<file path="src/rtl/alu_serial_ctrl.sv">
// alu_serial_ctrl -- bit-serial sequencer for a single external 1-bit ALU slice.
//
// Accepts a WIDTH-bit operation in IDLE, then feeds the slice one bit per
// clock (LSB first) for WIDTH cycles. It collects one result bit per cycle
// and owns the carry chain between bits.
//
// Optional feature macro: ALU_SERIAL_SUB_EN
//   defined   -> op 3'b101 is SUB (b inverted, initial carry 1, issued as ADD)
//   undefined -> op 3'b101 is rejected like 3'b110/3'b111
//
// Ports:
//   clk, rst_n         clock, asynchronous active-low reset
//   start, op, a, b    request; operands sampled only on the accepting edge
//   busy               high while bits are being processed (RUN)
//   done, err          one-cycle completion pulse; err marks a rejected op
//   result             final result, held until the next accepted start
//   carry_out          final carry for ADD/SUB, 0 for logic ops
//   overflow           signed overflow for ADD/SUB, 0 otherwise
//   slice_a/b/cin/op   bit operands, carry and opcode to the slice (0 outside RUN)
//   slice_result       combinational result bit returned by the slice
module alu_serial_ctrl #(
    parameter int unsigned WIDTH = 8
) (
    input  logic             clk,
    input  logic             rst_n,
    input  logic             start,
    input  logic [2:0]       op,
    input  logic [WIDTH-1:0] a,
    input  logic [WIDTH-1:0] b,
    output logic             busy,
    output logic             done,
    output logic             err,
    output logic [WIDTH-1:0] result,
    output logic             carry_out,
    output logic             overflow,
    output logic             slice_a,
    output logic             slice_b,
    output logic             slice_cin,
    output logic [2:0]       slice_op,
    input  logic             slice_result
);

    localparam int unsigned       IDX_W    = (WIDTH > 1) ? $clog2(WIDTH) : 1;
    localparam logic [IDX_W-1:0]  IDX_LAST = IDX_W'(WIDTH - 1);
    localparam logic [2:0]        OP_ADD   = 3'b100;
`ifdef ALU_SERIAL_SUB_EN
    localparam logic [2:0]        OP_SUB   = 3'b101;
    localparam logic [2:0]        OP_MAX   = OP_SUB;
`else
    localparam logic [2:0]        OP_MAX   = OP_ADD;
`endif

    typedef enum logic [1:0] {
        ST_IDLE = 2'd0,
        ST_RUN  = 2'd1,
        ST_DONE = 2'd2
    } state_t;

    state_t             state_q, state_d;
    logic [WIDTH-1:0]   a_q, a_d;
    logic [WIDTH-1:0]   b_q, b_d;
    logic [2:0]         op_q, op_d;
    logic [IDX_W-1:0]   idx_q, idx_d;
    logic               carry_q, carry_d;
    logic [WIDTH-1:0]   result_q, result_d;
    logic               carry_out_q, carry_out_d;
    logic               overflow_q, overflow_d;
    logic               err_q, err_d;
    logic               is_sub_c;
    logic               is_arith_c;
    logic               carry_nxt_c;

    // Opcode class of the operation in flight
    always_comb begin
`ifdef ALU_SERIAL_SUB_EN
        is_sub_c   = (op_q == OP_SUB);
`else
        is_sub_c   = 1'b0;
`endif
        is_arith_c = (op_q == OP_ADD) || is_sub_c;
    end

    // Next-state, datapath update and slice drive
    always_comb begin
        state_d     = state_q;
        a_d         = a_q;
        b_d         = b_q;
        op_d        = op_q;
        idx_d       = idx_q;
        carry_d     = carry_q;
        result_d    = result_q;
        carry_out_d = carry_out_q;
        overflow_d  = overflow_q;
        err_d       = err_q;
        slice_a     = 1'b0;
        slice_b     = 1'b0;
        slice_cin   = 1'b0;
        slice_op    = 3'b000;
        carry_nxt_c = 1'b0;

        case (state_q)
            ST_IDLE: begin
                if (start) begin
                    result_d    = '0;
                    carry_out_d = 1'b0;
                    overflow_d  = 1'b0;
                    if (op <= OP_MAX) begin
                        a_d     = a;
                        b_d     = b;
                        op_d    = op;
                        idx_d   = '0;
`ifdef ALU_SERIAL_SUB_EN
                        carry_d = (op == OP_SUB);
`else
                        carry_d = 1'b0;
`endif
                        err_d   = 1'b0;
                        state_d = ST_RUN;
                    end else begin
                        err_d   = 1'b1;
                        state_d = ST_DONE;
                    end
                end
            end

            ST_RUN: begin
                slice_a     = a_q[idx_q];
                slice_b     = b_q[idx_q] ^ is_sub_c;
                slice_cin   = carry_q;
                slice_op    = is_sub_c ? OP_ADD : op_q;
                carry_nxt_c = (slice_a & slice_b) | (slice_a & carry_q) | (slice_b & carry_q);
                result_d[idx_q] = slice_result;
                carry_d     = carry_nxt_c;
                idx_d       = idx_q + IDX_W'(1);
                if (idx_q == IDX_LAST) begin
                    // carry_q here is the carry into the MSB
                    carry_out_d = is_arith_c & carry_nxt_c;
                    overflow_d  = is_arith_c & (carry_q ^ carry_nxt_c);
                    idx_d       = '0;
                    state_d     = ST_DONE;
                end
            end

            ST_DONE: begin
                err_d   = 1'b0;
                state_d = ST_IDLE;
            end

            default: begin
                state_d = ST_IDLE;
            end
        endcase
    end

    // State and datapath registers
    always_ff @(posedge clk or negedge rst_n) begin
        if (!rst_n) begin
            state_q     <= ST_IDLE;
            a_q         <= '0;
            b_q         <= '0;
            op_q        <= 3'b000;
            idx_q       <= '0;
            carry_q     <= 1'b0;
            result_q    <= '0;
            carry_out_q <= 1'b0;
            overflow_q  <= 1'b0;
            err_q       <= 1'b0;
        end else begin
            state_q     <= state_d;
            a_q         <= a_d;
            b_q         <= b_d;
            op_q        <= op_d;
            idx_q       <= idx_d;
            carry_q     <= carry_d;
            result_q    <= result_d;
            carry_out_q <= carry_out_d;
            overflow_q  <= overflow_d;
            err_q       <= err_d;
        end
    end

    assign busy      = (state_q == ST_RUN);
    assign done      = (state_q == ST_DONE);
    assign err       = err_q;
    assign result    = result_q;
    assign carry_out = carry_out_q;
    assign overflow  = overflow_q;

endmodule

</file>
<file path="config.mk">
export PLATFORM = sky130hd
export DESIGN_NAME = alu_serial_ctrl
export DESIGN_NICKNAME = d
export VERILOG_FILES = /design/src/rtl/alu_serial_ctrl.sv
export SDC_FILE = /design/constraint.sdc
export NUM_CORES = 1
export LEC_CHECK = 0
export CORE_MARGIN = 2
export CORE_UTILIZATION = 28
export CTS_CLUSTER_DIAMETER = 30
export DETAILED_ROUTE_END_ITERATION = 6
export PLACE_DENSITY_LB_ADDON = 0.05
export REMOVE_ABC_BUFFERS = 1
export SLEW_MARGIN = 20
export SYNTH_ARGS = -nofsm -noshare
export SYNTH_HDL_FRONTEND = slang
export SYNTH_SLANG_ARGS = --single-unit
</file>
<file path="constraint.sdc">
create_clock -name clk -period 5.5 [get_ports clk]
set_clock_uncertainty 0.15 [all_clocks]
set_input_delay 0.55 -clock clk [delete_from_list [all_inputs] [get_ports clk]]
set_output_delay 0.55 -clock clk [all_outputs]
set_load 0.005 [all_outputs]
</file>
Word-level counts from Yosys, hierarchy flattened
Cells that the tools add are included.

Register bits after elaboration: 36. Input bits: 23. Output and inout bits: 19. Logic and storage cells: 71.

Add/subtract/negate cells: 1. $lt $le $gt $ge: 3. Equal/unequal tests: 7. Muxes and demuxes: 32. Bitwise logic cells: 8. Reductions and logical operators: 10.

Operator list (count): one-hot mux 8 bit (2 select lines) (1); 2-to-1 mux 1 bit (13); 2-to-1 mux 3 bit (4); AND reduction 3 bit (3); bitwise mux 8 bit (1); 2-to-1 mux 8 bit (1); one-hot mux 1 bit (2 select lines) (4); binary-select mux 1 bit (select 3 bit) (2); equality test 3 bit (second input constant) (2); 2-to-1 mux 2 bit (3); one-hot mux 3 bit (2 select lines) (1); AND reduction 2 bit (3); bitwise AND 1 bit (5); < comparator 3 x 4 -> 1 bit (second input constant) (1); != test 2 bit (second input constant) (2); one-hot mux 2 bit (2 select lines) (1); nonzero test 2 bit (2); adder 3 x 1 -> 3 bit (second input constant) (1); demux 1 bit (select 3 bit) (1); greater-or-equal comparator 3 x 1 -> 1 bit (second input constant) (1); less-or-equal comparator 3 bit (second input constant) (1); equality test 2 x 1 -> 1 bit (second input constant) (1); equality test 2 bit (second input constant) (1); zero test 2 bit (1); 4 further kinds (5).

Longest topological paths before layout
Word-level depth: 9. Gate-level depth with buffers: 7. Gate-level depth less buffers: 7.

Least setup slack after synthesis
Ideal clock, no wire load.

Path type: register to output. Start: register idx_q[1]. End: output slice_b. Data arrival time: 1330 ps. Data required time: 4800 ps. Path slack: 3470 ps. Cell stages (with the launch flop): 5. Buffers on the path: 1. Cells stage by stage: dfrtp_1 buf_6 mux4_2 mux2i_1 nor2_1.

Cells in the longest elaborated chain, start to end: 3.

RTL lines: start, declared (line 63) `logic [IDX_W-1:0] idx_q, idx_d;`; start signal, assigned (line 173) `idx_q <= idx_d;`; binary-select mux 1 bit (select 3 bit) (line 128) `slice_b = b_q[idx_q] ^ is_sub_c;`; 2-to-1 mux 1 bit (implied by the code) (line 128); 2-to-1 mux 1 bit (line 101) `case (state_q)`; end, declared (line 37) `output logic slice_b,`.

No other way between the ends. The select of a mux whose other input is x is not followed.

Worst setup path after layout
Start: register idx_q[0]. End: output slice_a.

Cells in the longest elaborated chain, start to end: 3.

RTL lines: binary-select mux 1 bit (select 3 bit) (line 127) `slice_a = a_q[idx_q];`; 2-to-1 mux 1 bit (implied by the code) (line 127); 2-to-1 mux 1 bit (line 101); end, declared (line 36) `output logic slice_a,`.

No other way between the ends. The select of a mux whose other input is x is not followed.

==> reports/summary.txt <==
Mapped Area -> 1790 sq um
chip height -> 84.0 um
final std cells w/o fill -> 275
total gr overflow -> 0
Seq/Total Area, Yosys -> 50.3%
CTS Buffer Depth -> 2
final worst slack -> 2350 ps
hold wc startpoint -> op_q[2]
crit-path cells -> mux2i_1 > mux2i_1 > a2111oi_2 > nor2_1 > clkdlybuf4s50_1
Setup Viol. Count Final -> 0
Unique masters post-synth -> 33
Root Buffer -> clkbuf_8
Routed WL -> 3920 um
initial antenna violation count -> 0
Hold Path End -> op_q[2]
pre-CTS setup slack -> 2620 ps
hold crit path type -> reg2reg
DP Cell Count -> 267
min Tclk post-route -> 3150 ps
clock buffer count from CTS -> 5
Worst Path Required -> 4800 ps
cells after synthesis -> 156
vias in the first global route -> 1357
Residual DRC -> 0
CTS tree -> done
final hold slack -> 353 ps
Crit Path Category -> reg2out
FFs w/ async S/R, synth -> 100%
Area Growth Syn to Fin -> 31.1%
syn_area_per_cell -> 11.5 sq um
Slowest cell on crit path -> dfrtp_1
# port buffers -> 41
f_max -> 318 MHz
nets -> 222
period utilization -> 57.2%
share of post-route cells with drive strength above 1 -> 17.7%
reg2reg path depth -> 7
largest net degree at the start of global routing -> 37
Post-DP HPWL -> 2850 um
# Post-CTS Setup Buffers -> 0
RSZ-0062 raised after global routing -> false
vias after detailed routing -> 1276
core box area -> 6280 sq um
Die ar. -> 7060 sq um
crit start category -> register
YS warnings -> 0
r2r startpoint -> idx_q[0]
CP arrival -> 2450 ps
CP Buf/Inv Count -> 1
fin. max-slew vios -> 0
Final Hold Violating Endpoints -> 0
Starting Density -> 28.5%
CTS Sinks -> 36
depth of the worst hold-timing path -> 1
Seq cells post-synth -> 36
H-tree levels -> 2
DR WL/cell -> 14.2 um
Post-synth EDFFs -> 0
CTS Hold Bufs -> 0
# diodes -> 0
worst rel slew slack -> 45.4%
clk_lat worst skew -> 290 ps
Crit path top cell by count -> mux2i_1
Worst setup startpoint -> idx_q[0]
Reg-to-Reg End -> overflow
Design Area, Final -> 2350 sq um
Critical Path Sink Type -> output pin
Die W -> 84.0 um
pwr dens -> 513 nW/um^2
row count -> 29
Pre-antenna DRT Iters -> 4
Routed Antenna Nets -> 0
TNS Setup -> 0 ps
post-placement cell area -> 2260 sq um
Worst path max stage delay -> 720 ps
commonest register cell after synthesis -> dfrtp_1
CTS clk-pin slew, worst paths -> 70 ps
IO Count -> 42
critical path's top delay family -> flip-flops
R2R setup slack -> 2910 ps
gpl congestion -> 0.680
total track usage -> 12.2%
average vias per placed instance -> 4.64
Max VDD drop -> 0.204 mV
max-cap viol count -> 0
post-cts sizing count -> 0
crit path max fanout -> 16
Slew @ Worst Pin -> 817 ps
Leakage -> 0.997 nW
initial detailed-routing violation count -> 88
outcome -> finished, final reports clean
global-route wire length before repair -> 6670 um
synth_stat cells, types with 2 or more instances:
| library cell | n | area [sq um] |
|---|---|---|
| dfrtp_1 | 36 | 901 |
| mux2_2 | 18 | 203 |
| nand2_1 | 18 | 67.6 |
| mux2i_1 | 13 | 130 |
| o21ai_0 | 13 | 65.1 |
| nor2_1 | 9 | 33.8 |
| inv_1 | 5 | 18.8 |
| and2_1 | 4 | 25.0 |
| a21oi_1 | 3 | 15.0 |
| buf_2 | 3 | 15.0 |
| clkbuf_1 | 3 | 11.3 |
| a22o_1 | 2 | 17.5 |
| buf_6 | 2 | 22.5 |
| ha_1 | 2 | 25.0 |
| mux4_2 | 2 | 45.0 |
| nand2b_4 | 2 | 27.5 |
| nand3_1 | 2 | 10.0 |
| nand3b_1 | 2 | 15.0 |
| nor2b_1 | 2 | 12.5 |
| nor3_1 | 2 | 10.0 |
report_power, final:
group          leakage, nW  internal [mW]  switching [mW]
Combinational        0.497          0.306           0.201
Sequential           0.449          0.383           0.124
Clock               0.0510         0.0999          0.0919
Total                0.997          0.789           0.417
kinds of logic after synthesis:
family / after synthesis / share of synthesized area, %
AND/OR/NAND/NOR: 47 / 14.6
adder cells (fa/ha/maj): 3 / 1.96
multiplexers: 33 / 21.1
flip-flops: 36 / 50.3
AO/OA/AOI/OAI: 23 / 8.10
buffers and inverters: 14 / 3.98
per-layer routing:
metal | part of all wire, % | track usage, %
met5 | 0 | 0
met4 | 1.3 | 3.96
met3 | 3.8 | 4.06
met2 | 52 | 20.7
met1 | 43 | 14.6
layout by cell type (no fill, tap or decap):
master | netlist | layout
clkdlybuf4s50_1 | 0 | 41
dfrtp_1 | 36 | 36
nand2_1 | 18 | 18
mux2_2 | 18 | 18
mux2i_1 | 13 | 13
o21ai_0 | 13 | 13
nor2_1 | 9 | 9
clkbuf_8 | 0 | 6
inv_1 | 5 | 5
and2_1 | 4 | 4
a21oi_1 | 3 | 3
nand2b_4 | 2 | 2
nor2b_1 | 2 | 2
mux4_2 | 2 | 2
nor3_1 | 2 | 2
a22o_1 | 2 | 2
nand3b_1 | 2 | 2
nand3_1 | 2 | 2
ha_1 | 2 | 2
clkinv_2 | 0 | 2
inv_2 | 1 | 1
nor3b_1 | 1 | 1
nand2b_1 | 1 | 1
a2111oi_2 | 1 | 1
or2_2 | 1 | 1
o31ai_1 | 1 | 1
o21bai_1 | 1 | 1
a21o_1 | 1 | 1
o32a_1 | 1 | 1
maj3_1 | 1 | 1
nor4b_4 | 1 | 1
or4b_1 | 1 | 1
nand4_1 | 1 | 1
buf_4 | 0 | 1
state kept, by name (all words and copies together) (netlist names):
name	cells
overflow	1
op_q	3
result	8
carry_out	1
b_q	8
err	1
state_q	2
idx_q	3
a_q	8
carry_q	1
cell type report:
cell class / instances / area, sq um
repair buffers: 42 / 418
clock buffers: 6 / 82.6
well taps: 77 / 96.3
inverters: 6 / 22.5
fillers: 629 / 3930
multi-input cells: 106 / 820
flip-flops and latches: 36 / 901
clock inverters: 2 / 10.0
worst reg2reg max path: stages (launching register included):
cell and delay [ps]:
dfrtp_1 720, ha_1 260, ha_1 190, nand2_1 70, a21o_1 250, nor4b_4 320
or4b_1 470, nand3_1 100
how the worst max path moves through the flow:
stage / to / slack, ps / cells after the start
2_1_floorplan: overflow / 3230 / 7
3_3_place_gp: slice_a / 2670 / 5
3_5_place_dp: slice_a / 2620 / 5
4_1_cts: slice_a / 2290 / 5
5_1_grt: slice_a / 2130 / 5
6_report: slice_a / 2350 / 5
metrics by stage:
step / power (mW) / utilization, %
final: 1.21 / 37.4
after detailed placement: 1.03 / 36.0
after global placement: 1.01 / 36.0
after floorplan: 0.795 / -
after CTS: 1.23 / 37.4
after global routing: 1.31 / 37.4
(Power assumes the default switching activity.)
